$ cat src/rtl/counter_pkg.sv
// Shared types for the mode counter: terminal-mode encoding and its decode helper.
package counter_pkg;

    typedef enum logic [1:0] {
        CNT_WRAP    = 2'd0,
        CNT_SAT     = 2'd1,
        CNT_ONESHOT = 2'd2,
        CNT_RSVD    = 2'd3
    } cnt_mode_e;

    // The reserved encoding folds onto WRAP so every mode input has defined behaviour.
    function automatic cnt_mode_e decodeMode(input logic [1:0] modeRaw);
        cnt_mode_e result;
        case (modeRaw)
            2'd1:    result = CNT_SAT;
            2'd2:    result = CNT_ONESHOT;
            default: result = CNT_WRAP;
        endcase
        return result;
    endfunction

endpackage

$ cat src/rtl/counter_prescaler.sv
// Divides qualifying cycles so that only every (prescale+1)-th one becomes a step.
// Only built when CNT_PRESCALE_EN is defined.
`ifdef CNT_PRESCALE_EN
module counter_prescaler #(
    parameter int PRESCALE_WIDTH = 8
) (
    input  logic                      clk,
    input  logic                      reset,
    input  logic                      clear,
    input  logic                      enable,
    input  logic [PRESCALE_WIDTH-1:0] prescale,
    output logic                      step_en
);

    logic [PRESCALE_WIDTH-1:0] divCnt_q, divCnt_d;
    logic                      atEnd;

    // Compare with >= so a prescale lowered mid-period fires promptly instead of running the full wrap.
    assign atEnd   = (divCnt_q >= prescale);
    assign step_en = enable && atEnd;

    always_comb begin
        divCnt_d = divCnt_q;
        if (clear) begin
            divCnt_d = '0;
        end else if (enable) begin
            divCnt_d = atEnd ? '0 : divCnt_q + PRESCALE_WIDTH'(1);
        end
    end

    always_ff @(posedge clk) begin
        if (reset) begin
            divCnt_q <= '0;
        end else begin
            divCnt_q <= divCnt_d;
        end
    end

endmodule
`endif

$ cat src/rtl/mode_counter.sv
// Loadable up/down counter with programmable limit, WRAP/SAT/ONESHOT terminal modes and a registered tc pulse.
// Optional prescaler on the step path is enabled by defining CNT_PRESCALE_EN.
module mode_counter
    import counter_pkg::*;
#(
`ifdef CNT_PRESCALE_EN
    parameter int PRESCALE_WIDTH = 8,
`endif
    parameter int WIDTH      = 16,
    parameter int DATA_WIDTH = 16
) (
    input  logic                  clk,
    input  logic                  reset,
    input  logic                  enable,
    input  logic                  load,
    input  logic [DATA_WIDTH-1:0] data_in,
`ifdef CNT_PRESCALE_EN
    input  logic [PRESCALE_WIDTH-1:0] prescale,
`endif
    input  logic                  dir,
    input  logic [1:0]            mode,
    input  logic [WIDTH-1:0]      limit,
    output logic [WIDTH-1:0]      count,
    output logic                  tc,
    output logic                  done
);

    logic [WIDTH-1:0] count_q, count_d;
    logic             tc_q, tc_d;
    logic             done_q, done_d;
    logic             qualify;
    logic             step;
    logic             atTerm;
    cnt_mode_e        modeDec;

    assign qualify = enable && !load && !done_q;

`ifdef CNT_PRESCALE_EN
    counter_prescaler #(
        .PRESCALE_WIDTH(PRESCALE_WIDTH)
    ) uPrescaler (
        .clk      (clk),
        .reset    (reset),
        .clear    (load || done_q),
        .enable   (qualify),
        .prescale (prescale),
        .step_en  (step)
    );
`else
    assign step = qualify;
`endif

    // Up uses >= so a limit lowered beneath the current count still counts as terminal.
    assign atTerm  = dir ? (count_q == '0) : (count_q >= limit);
    assign modeDec = decodeMode(mode);

    always_comb begin
        count_d = count_q;
        tc_d    = 1'b0;
        done_d  = done_q;
        if (load) begin
            count_d = WIDTH'(data_in);
            done_d  = 1'b0;
        end else if (step) begin
            if (!atTerm) begin
                count_d = dir ? count_q - WIDTH'(1) : count_q + WIDTH'(1);
            end else begin
                tc_d = 1'b1;
                case (modeDec)
                    CNT_SAT:     count_d = count_q;
                    CNT_ONESHOT: done_d  = 1'b1;
                    default:     count_d = dir ? limit : '0;
                endcase
            end
        end
    end

    always_ff @(posedge clk) begin
        if (reset) begin
            count_q <= '0;
            tc_q    <= 1'b0;
            done_q  <= 1'b0;
        end else begin
            count_q <= count_d;
            tc_q    <= tc_d;
            done_q  <= done_d;
        end
    end

    assign count = count_q;
    assign tc    = tc_q;
    assign done  = done_q;

endmodule
$ cat config.mk
export PLATFORM = sky130hd
export DESIGN_NAME = mode_counter
export DESIGN_NICKNAME = d
export VERILOG_FILES = /design/src/rtl/counter_pkg.sv /design/src/rtl/counter_prescaler.sv /design/src/rtl/mode_counter.sv
export SDC_FILE = /design/constraint.sdc
export NUM_CORES = 1
export LEC_CHECK = 0
export CAP_MARGIN = 20
export CORE_ASPECT_RATIO = 0.7
export CORE_UTILIZATION = 51
export CTS_BUF_LIST = sky130_fd_sc_hd__clkbuf_4 sky130_fd_sc_hd__clkbuf_8
export CTS_CLUSTER_DIAMETER = 40
export DETAILED_ROUTE_END_ITERATION = 8
export PLACE_DENSITY = 0.84
export SYNTH_ARGS = -nofsm -noshare
export SYNTH_HDL_FRONTEND = slang
export SYNTH_SLANG_ARGS = --single-unit
$ cat constraint.sdc
create_clock -name clk -period 3.5 [get_ports clk]
set_input_delay 0.875 -clock clk [delete_from_list [all_inputs] [get_ports clk]]
set_output_delay 0.875 -clock clk [all_outputs]
set_load 0.02 [all_outputs]
Yosys cells after proc, flatten, opt, wreduce, memory -nomap -nowiden
Index checks and enable logic that the tools add are counted.
- bits in registers: 18
- bits of input ports: 39
- output and inout port bits: 18
- word-level logic and storage cells: 32
- $add $sub $neg: 2
- magnitude comparators: 1
- equal/unequal tests: 5
- mux-type cells: 9
- bitwise logic cells: 1
- reduce and logical (&&, ||, !) cells: 11
- operators with widths (kind ; number):
    $mux 16 ; 6
    $add 16x1->16 const B ; 1
    $ge 16x16->1 ; 1
    $logic_not 16->1 ; 1
    $sub 16x1->16 const B ; 1
    $eq 2x1->1 const B ; 2
    $eq 2x2->1 const B ; 2
    $pmux 2 s2 ; 1
    $reduce_or 2->1 ; 2
    $ne 3x3->1 const B ; 1
    $reduce_and 3->1 ; 1
    $reduce_or 3->1 ; 1
    $logic_and 1x1->1 ; 2
    $logic_not 1->1 ; 2
    $mux 1 ; 2
    $reduce_and 2->1 ; 1
    $reduce_bool 2->1 ; 1
    $not 1->1 ; 1

Longest topological paths before layout
Gate-level depths: netlist (run 1).
- depth in word-level cells: 8
- gate-level depth with buffers: 11
- depth with buffers taken out: 10

Least setup slack after synthesis (run 1)
No wires, ideal clock.
- path type: in2reg
- start: input dir
- end: register count_q[14], in the netlist count[14]
- data arrival time: 2979 ps
- data required time: 3405 ps
- setup slack: 425 ps
- stages: 11
- buffers on the path: 1
- cell sequence: clkbuf_1 inv_1 fa_1 nor2b_1 o31ai_1 a211oi_1 o311a_1 nor2_1 xnor2_1 a21oi_1 o311ai_1
- longest elaborated chain between the ends: 5
- RTL lines (what ; line ; source):
    start: declaration ; mode_counter.sv:20 ; input logic dir,
    $mux 16 ; mode_counter.sv:72 ; default: count_d = dir ? limit : '0;
    $mux 16 ; mode_counter.sv:69 ; case (modeDec)
    $mux 16 ; mode_counter.sv:65 ; if (!atTerm) begin
    $mux 16 ; mode_counter.sv:64 ; end else if (step) begin
    $mux 16 ; mode_counter.sv:61 ; if (load) begin
    end signal: assignment ; mode_counter.sv:84 ; count_q <= count_d;
    end: declaration ; mode_counter.sv:28 ; logic [WIDTH-1:0] count_q, count_d;
Several ways; a longest one is shown, not always the timed one. The select of a mux whose other input is x is not followed.
A chain may end at the register's enable or synchronous reset.

Final worst setup path (run 1)
- start: input limit[13]
- end: register count_q[7], in the netlist count[7]
- longest elaborated chain between the ends: 5
- RTL lines (what ; line ; source):
    start: declaration ; mode_counter.sv:22 ; input logic [WIDTH-1:0] limit,
    $ge 16x16->1 (*) ; mode_counter.sv:54 ; assign atTerm = dir ? (count_q == '0) : (count_q >= limit);
    $mux 1 (*) ; mode_counter.sv:54 ;
    $mux 16 ; mode_counter.sv:65 ;
    $mux 16 ; mode_counter.sv:64 ;
    $mux 16 ; mode_counter.sv:61 ;
Mark *: on every way between the ends. The rest lies on a longest branch, timed or not. The select of a mux whose other input is x is not followed.

==> qor.yml, run 1 <==
synthesis:
  syn_inst: 276
  seq_area_frac_synth_pct: 16.9
  synth_cell_types: 55
  ys.flop_type: "dfxtp_1"
  ys_top_cells_by_area: "ha_1 (18%), dfxtp_1 (17%), a21oi_1 (5.4%)"
  synth_edf_count: 0
  async_reset_ff_share_pct: 0
  synth_top_area_share_pct: 18.2
  synth.most_common_cell: "ha_1"
  synthTopCellsByCount: "ha_1 (31), inv_1 (25), a21oi_1 (23), nand2_1 (23), nor2_1 (19)"
  syn-num-nets: 347
  postSynthAreaPerCell_um2: 7.73
  yosysTopAreaCell: "ha_1"
  synth_area_um2: 2130
  yosysWarnings: 0
  yosys_register_bits: 18
setup_path:
  path_cells: "clkdlybuf4s50_1, inv_1, ha_1, a21o_1, a21o_1, a211oi_4, o221ai_4, a31oi_1, buf_4, buf_4, nor2_1, o32ai_1"
  critPathKind: "input port to flop"
  crit_fanout: 12
  critPathLaunchType: "input port"
  worstPathRequired_ps: 3670
  cp.arrival_ps: 3560
  max_stage_delay_ps: 510
  cp_slowest_cell: "clkdlybuf4s50_1"
  critPathCaptureType: "flop"
cells_and_area:
  nNetsFinal: 436
  fillers: 286
  seqCellArea_um2: 360
  area_growth_pct: 48.1
  n_antenna_cell: 0
  post-route-util_pct: 79.6
  multi_input_comb_area_um2: 1740
  drive_gt1_share_pct: 18.7
route:
  final_antenna_net_count: 0
  route.detailed.wl_per_inst_um: 18.2
  firstDrtPassIters: 5
  drc_errors: 0
  wirelength_mm: 7.54
  viasPerCell: 6.06
  drt_iter0_markers: 200
  vias: 2513
grt:
  grt_usage_pct: 33.3
  overflow: 0
  grt_pass1_wl_mm: 11.3
  grt_pass1_vias: 2309
  grt_max_degree: 18
  antenna_found_initial: 0
hold_path:
  hp-class: "flop to flop"
power_and_ir_drop:
  seq_power_share_pct: 26.8
  vdd.ir_drop.worst_mv: 0.195
  leakage_nw: 1.42
  switchingPower_mw: 0.377
  combPwrFrac_pct: 56.9
  netSwitchingFraction_pct: 40.0
  clockPowerShare_pct: 16.3
  intPower_mw: 0.564
  powerDensity_nw_per_um2: 298
clock_network:
  ctsLongestPathBuffers: 2
  cts_max_level: 1
  cts_root_buf: "clkbuf_8"
  clkTransAtPathRegs_ps: 80
  cts_tree: "done"
  cts_inserted_buffers: 3
  cts-hold-fix-buffers: 0
  clock_latency_ps: 260
  cts.sinks: 18
timing:
  hold_ws_ps: 508
  layout_setup_ws_ps: 107
  finalMaxSlewViolations: 0
  worst_slew_pin_slew_ps: 606
  fin_worst_skew_ps: 2.15
  slew_headroom_pct: 59.4
  post-route-period-util_pct: 96.9
  final.min_clock_period_ps: 3390
  finalHoldViolCount: 0
  setup_violations: 0
  fmax_mhz: 295
place:
  dp_worst_setup_slack_ps: -200
  io_buffers: 56
  gp_congestion: 0.985
  dpl.hpwl_mm: 5.61
floorplanning:
  core_area_um2: 3970
  fp.dieW_um: 79.3
  ios: 57
  rows: 19
  initial_core_util_pct: 53.8
  die-height_um: 56.1
  fp.dieArea_um2: 4450
outcome:
  run_status: "completed"
flow_run:
  maxCapViolations: 0
[worst paths after layout]
path	start	end	slack [ps]	depth (start not counted)
worst max-delay path	limit[13]	count[7]	110	12
worst min register to register	done	done	510	2
worst max register to register	count[0]	count[4]	790	11
worst min-delay path	done	done	510	2
[critical path: cells and delay by family]
kind	cells	cell delay [ps]
adder cells (fa/ha/maj)	1	300
buffers and inverters	4	980
AO/OA/AOI/OAI	6	1360
AND/OR/NAND/NOR	1	40
[cell usage in the layout (no fill, tap or decap), drive strengths merged, types with 6 or more instances in the layout]
cell           instances
inv                   25
nand2                 23
dfxtp                 18
nor4                   6
a21o                  11
clkdlybuf4s50         56
nor2                  19
a21oi                 24
o32ai                  6
o21ai                 12
nor2b                  6
ha                    31
buf                   39
[stage by stage]
stage	setup TNS, ps	area (um^2)	power [mW]	instances
finish	0	3160	0.941	415
CTS	0	3030	0.890	412
floorplan	0	2130	0.532	276
global placement	-1390	2990	0.728	409
detailed placement	-1870	2990	0.736	409
global route	-23.0	3160	0.992	415
[kinds of logic (layout without fill, tap and decap cells)]
logic type	Yosys count	in the layout	synth area share, %
AND/OR/NAND/NOR	87	87	20.9
multiplexers	3	3	1.41
XOR/XNOR	9	9	3.69
buffers and inverters	36	123	6.51
AO/OA/AOI/OAI	91	91	31.5
adder cells (fa/ha/maj)	32	32	19.1
flip-flops	18	18	16.9
[power groups by stage]
stage	Combinational [mW]	Clock [mW]	Sequential [mW]
floorplan	0.265	0	0.267
global placement	0.473	0	0.254
detailed placement	0.482	0	0.254
CTS	0.486	0.154	0.250
global route	0.575	0.164	0.254
finish	0.535	0.153	0.252
[per-layer routing]
layer	share of wire, %	up-vias	GRT usage, %
li1	-	1205	-
met1	45	1161	47.2
met2	44	131	50.6
met3	8.8	16	8.85
met4	1.4	0	5.97
met5	0	-	0
[state kept, by name, summed over array words and instances (netlist names)]
signal  cells
count      16
done        1
tc          1
[what timing repair did]
item,in CTS,in global routing
setup endpoints to repair,0,13
gates resized for setup,0,21
hold endpoints to repair,0,0
buffers inserted,0,3
[area by class of cell]
class	count	share of cell area [%]
timing repair buffer	95	27.2
inverter	25	2.97
multi-input combinational	222	55.0
tap	52	2.06
sequential	18	11.4
clock buffer	3	1.31
Note: power is estimated with default switching activity, not from simulation.
==> inputs of run 2 (changes only) <==
--- a/config.mk
+++ b/config.mk
@@ -7,11 +7,13 @@
 export LEC_CHECK = 0
 export CAP_MARGIN = 20
 export CORE_ASPECT_RATIO = 0.7
+export CORE_MARGIN = 2
 export CORE_UTILIZATION = 51
 export CTS_BUF_LIST = sky130_fd_sc_hd__clkbuf_4 sky130_fd_sc_hd__clkbuf_8
 export CTS_CLUSTER_DIAMETER = 40
 export DETAILED_ROUTE_END_ITERATION = 8
 export PLACE_DENSITY = 0.84
+export RECOVER_POWER = 50
 export SYNTH_ARGS = -nofsm -noshare
 export SYNTH_HDL_FRONTEND = slang
 export SYNTH_SLANG_ARGS = --single-unit
==> run 2 against run 1 <==
  * Flip-flop and latch count did not move
  * Sequential power barely moved
  * Power fell by 5.3%
  * Critical path type unchanged
  * Largest cell class unchanged
==> qor.yml, run 2 (same netlist as run 1, synthesis figures left out) <==
cells_and_area:
  layout.cells.non_filler: 407
  fin_area_um2: 3030
  n_antenna_cell: 0
  final_cell_mix: "clkdlybuf4s50_1 (40), ha_1 (31), buf_4 (29)"
  largest_reg_flops: 16
  post-route-util_pct: 76.3
  area_growth_pct: 41.9
  layout_commonest_cell: "clkdlybuf4s50_1"
  nNetsFinal: 428
  drive_gt1_share_pct: 14.4
setup_path:
  cp_slowest_cell: "clkdlybuf4s50_1"
  worstPathRequired_ps: 3640
  critPathCaptureType: "flop"
  path_cells: "clkdlybuf4s50_1, inv_1, ha_1, a21o_1, a21o_1, a211oi_2, o221ai_2, and2_2, a21o_1, a311oi_1, o32ai_1"
  critPathLaunchType: "input port"
  path_common_cell: "a21o_1"
  max_stage_delay_ps: 520
  crit_fanout: 8
  cp.arrival_ps: 3520
  critPathKind: "input port to flop"
clock_network:
  clock_latency_ps: 260
  cts_tree: "done"
  ctsLongestPathBuffers: 2
  cts_inserted_buffers: 3
  postCtsSetupBuffers: 0
  cts_root_buf: "clkbuf_8"
  cts_max_level: 1
  cts-hold-fix-buffers: 0
  clkTransAtPathRegs_ps: 80
  cts.sinks: 18
place:
  placed_cell_area_um2: 2960
  dpl.cell_count: 404
  io_buffers: 56
  dp_worst_setup_slack_ps: -126
  gp_congestion: 0.927
  dpl.hpwl_mm: 5.33
timing:
  slew_headroom_pct: 67.7
  layout_setup_ws_ps: 122
  fin_worst_skew_ps: 5.93
  post-route-period-util_pct: 96.5
  fin_setup_tns_ps: 0
  worst_slew_pin_slew_ps: 483
  finalMaxSlewViolations: 0
  setup_violations: 0
  rsz0062_at_grt: "yes"
  fmax_mhz: 296
  finalHoldViolCount: 0
  final.min_clock_period_ps: 3380
route:
  viasPerCell: 6.02
  wirelength_mm: 6.88
  final_antenna_net_count: 0
  firstDrtPassIters: 4
  route.detailed.wl_per_inst_um: 16.9
  drt_iter0_markers: 236
  vias: 2450
  drc_errors: 0
outcome:
  run_status: "completed"
floorplanning:
  initial_core_util_pct: 53.8
  die-height_um: 58.1
  rows: 19
  core_area_um2: 3970
  fp.dieW_um: 81.3
  ios: 57
  fp.dieArea_um2: 4730
grt:
  overflow: 0
  grt_pass1_vias: 2293
  antenna_found_initial: 0
  grt_max_degree: 19
  grt_pass1_wl_mm: 11.0
  grt_usage_pct: 30.3
power_and_ir_drop:
  powerDensity_nw_per_um2: 294
  leakage_nw: 1.42
  vdd.ir_drop.worst_mv: 0.185
flow_run:
  maxCapViolations: 0
hold_path:
  hp-class: "flop to flop"
run 2: cell types whose count changed in the layout (fill, tap and decap cells not counted), moves of 2 or more:
cell / delta
a311oi_1: +3
ha_4: -2
ha_1: +2
buf_4: -8
a311oi_2: -3
dlygate4sd3_1: +16
clkdlybuf4s50_1: -16
run 2: metal layers:
metal / track usage (%) / wire, um / share of wire [%] / vias to the layer above
met5: 0 / 0 / 0 / -
met4: 6.54 / 101 / 1.5 / 0
met2: 48.8 / 2990 / 43 / 131
met3: 5.92 / 720 / 10 / 12
met1: 42.1 / 3080 / 45 / 1113
li1: - / - / - / 1194
run 2: worst max-delay path: cells and delay by family:
family	cells	cell delay [ps]
compound gates	7	1510
simple gates	1	240
fa+ha+maj	1	300
buf+inv	2	580
run 2: stage by stage:
step	power (mW)	hold slack (ps)
after CTS	0.888	514
after detailed placement	0.731	503
after global placement	0.721	496
final	0.891	507
after floorplan	0.532	563
after global routing	0.952	543
run 2: layout make-up:
| type | instances | area, um^2 |
|---|---|---|
| multi-input combinational | 222 | 1660 |
| clock buffer | 3 | 41.3 |
| tap | 52 | 65.1 |
| timing repair buffer | 87 | 810 |
| sequential | 18 | 360 |
| fill | 315 | 941 |
| inverter | 25 | 93.8 |
run 2: repair_timing:
item,4_1_cts,5_1_grt
endpoints found under the setup margin,0,5
endpoints found under the hold margin,0,0
gates resized for setup,0,7
run 2: worst paths after layout:
path	from	end	slack (ps)	cells after the start
max	limit[13]	count[3]	120	11
min	done	done	510	2
min reg2reg	done	done	510	2
max reg2reg	count[0]	count[14]	640	12
run 2: report_power, final:
group,total (mW),switching (mW),internal (mW)
combinational,0.488,0.247,0.241
clock,0.152,0.0755,0.0767
sequential,0.250,0.0280,0.222
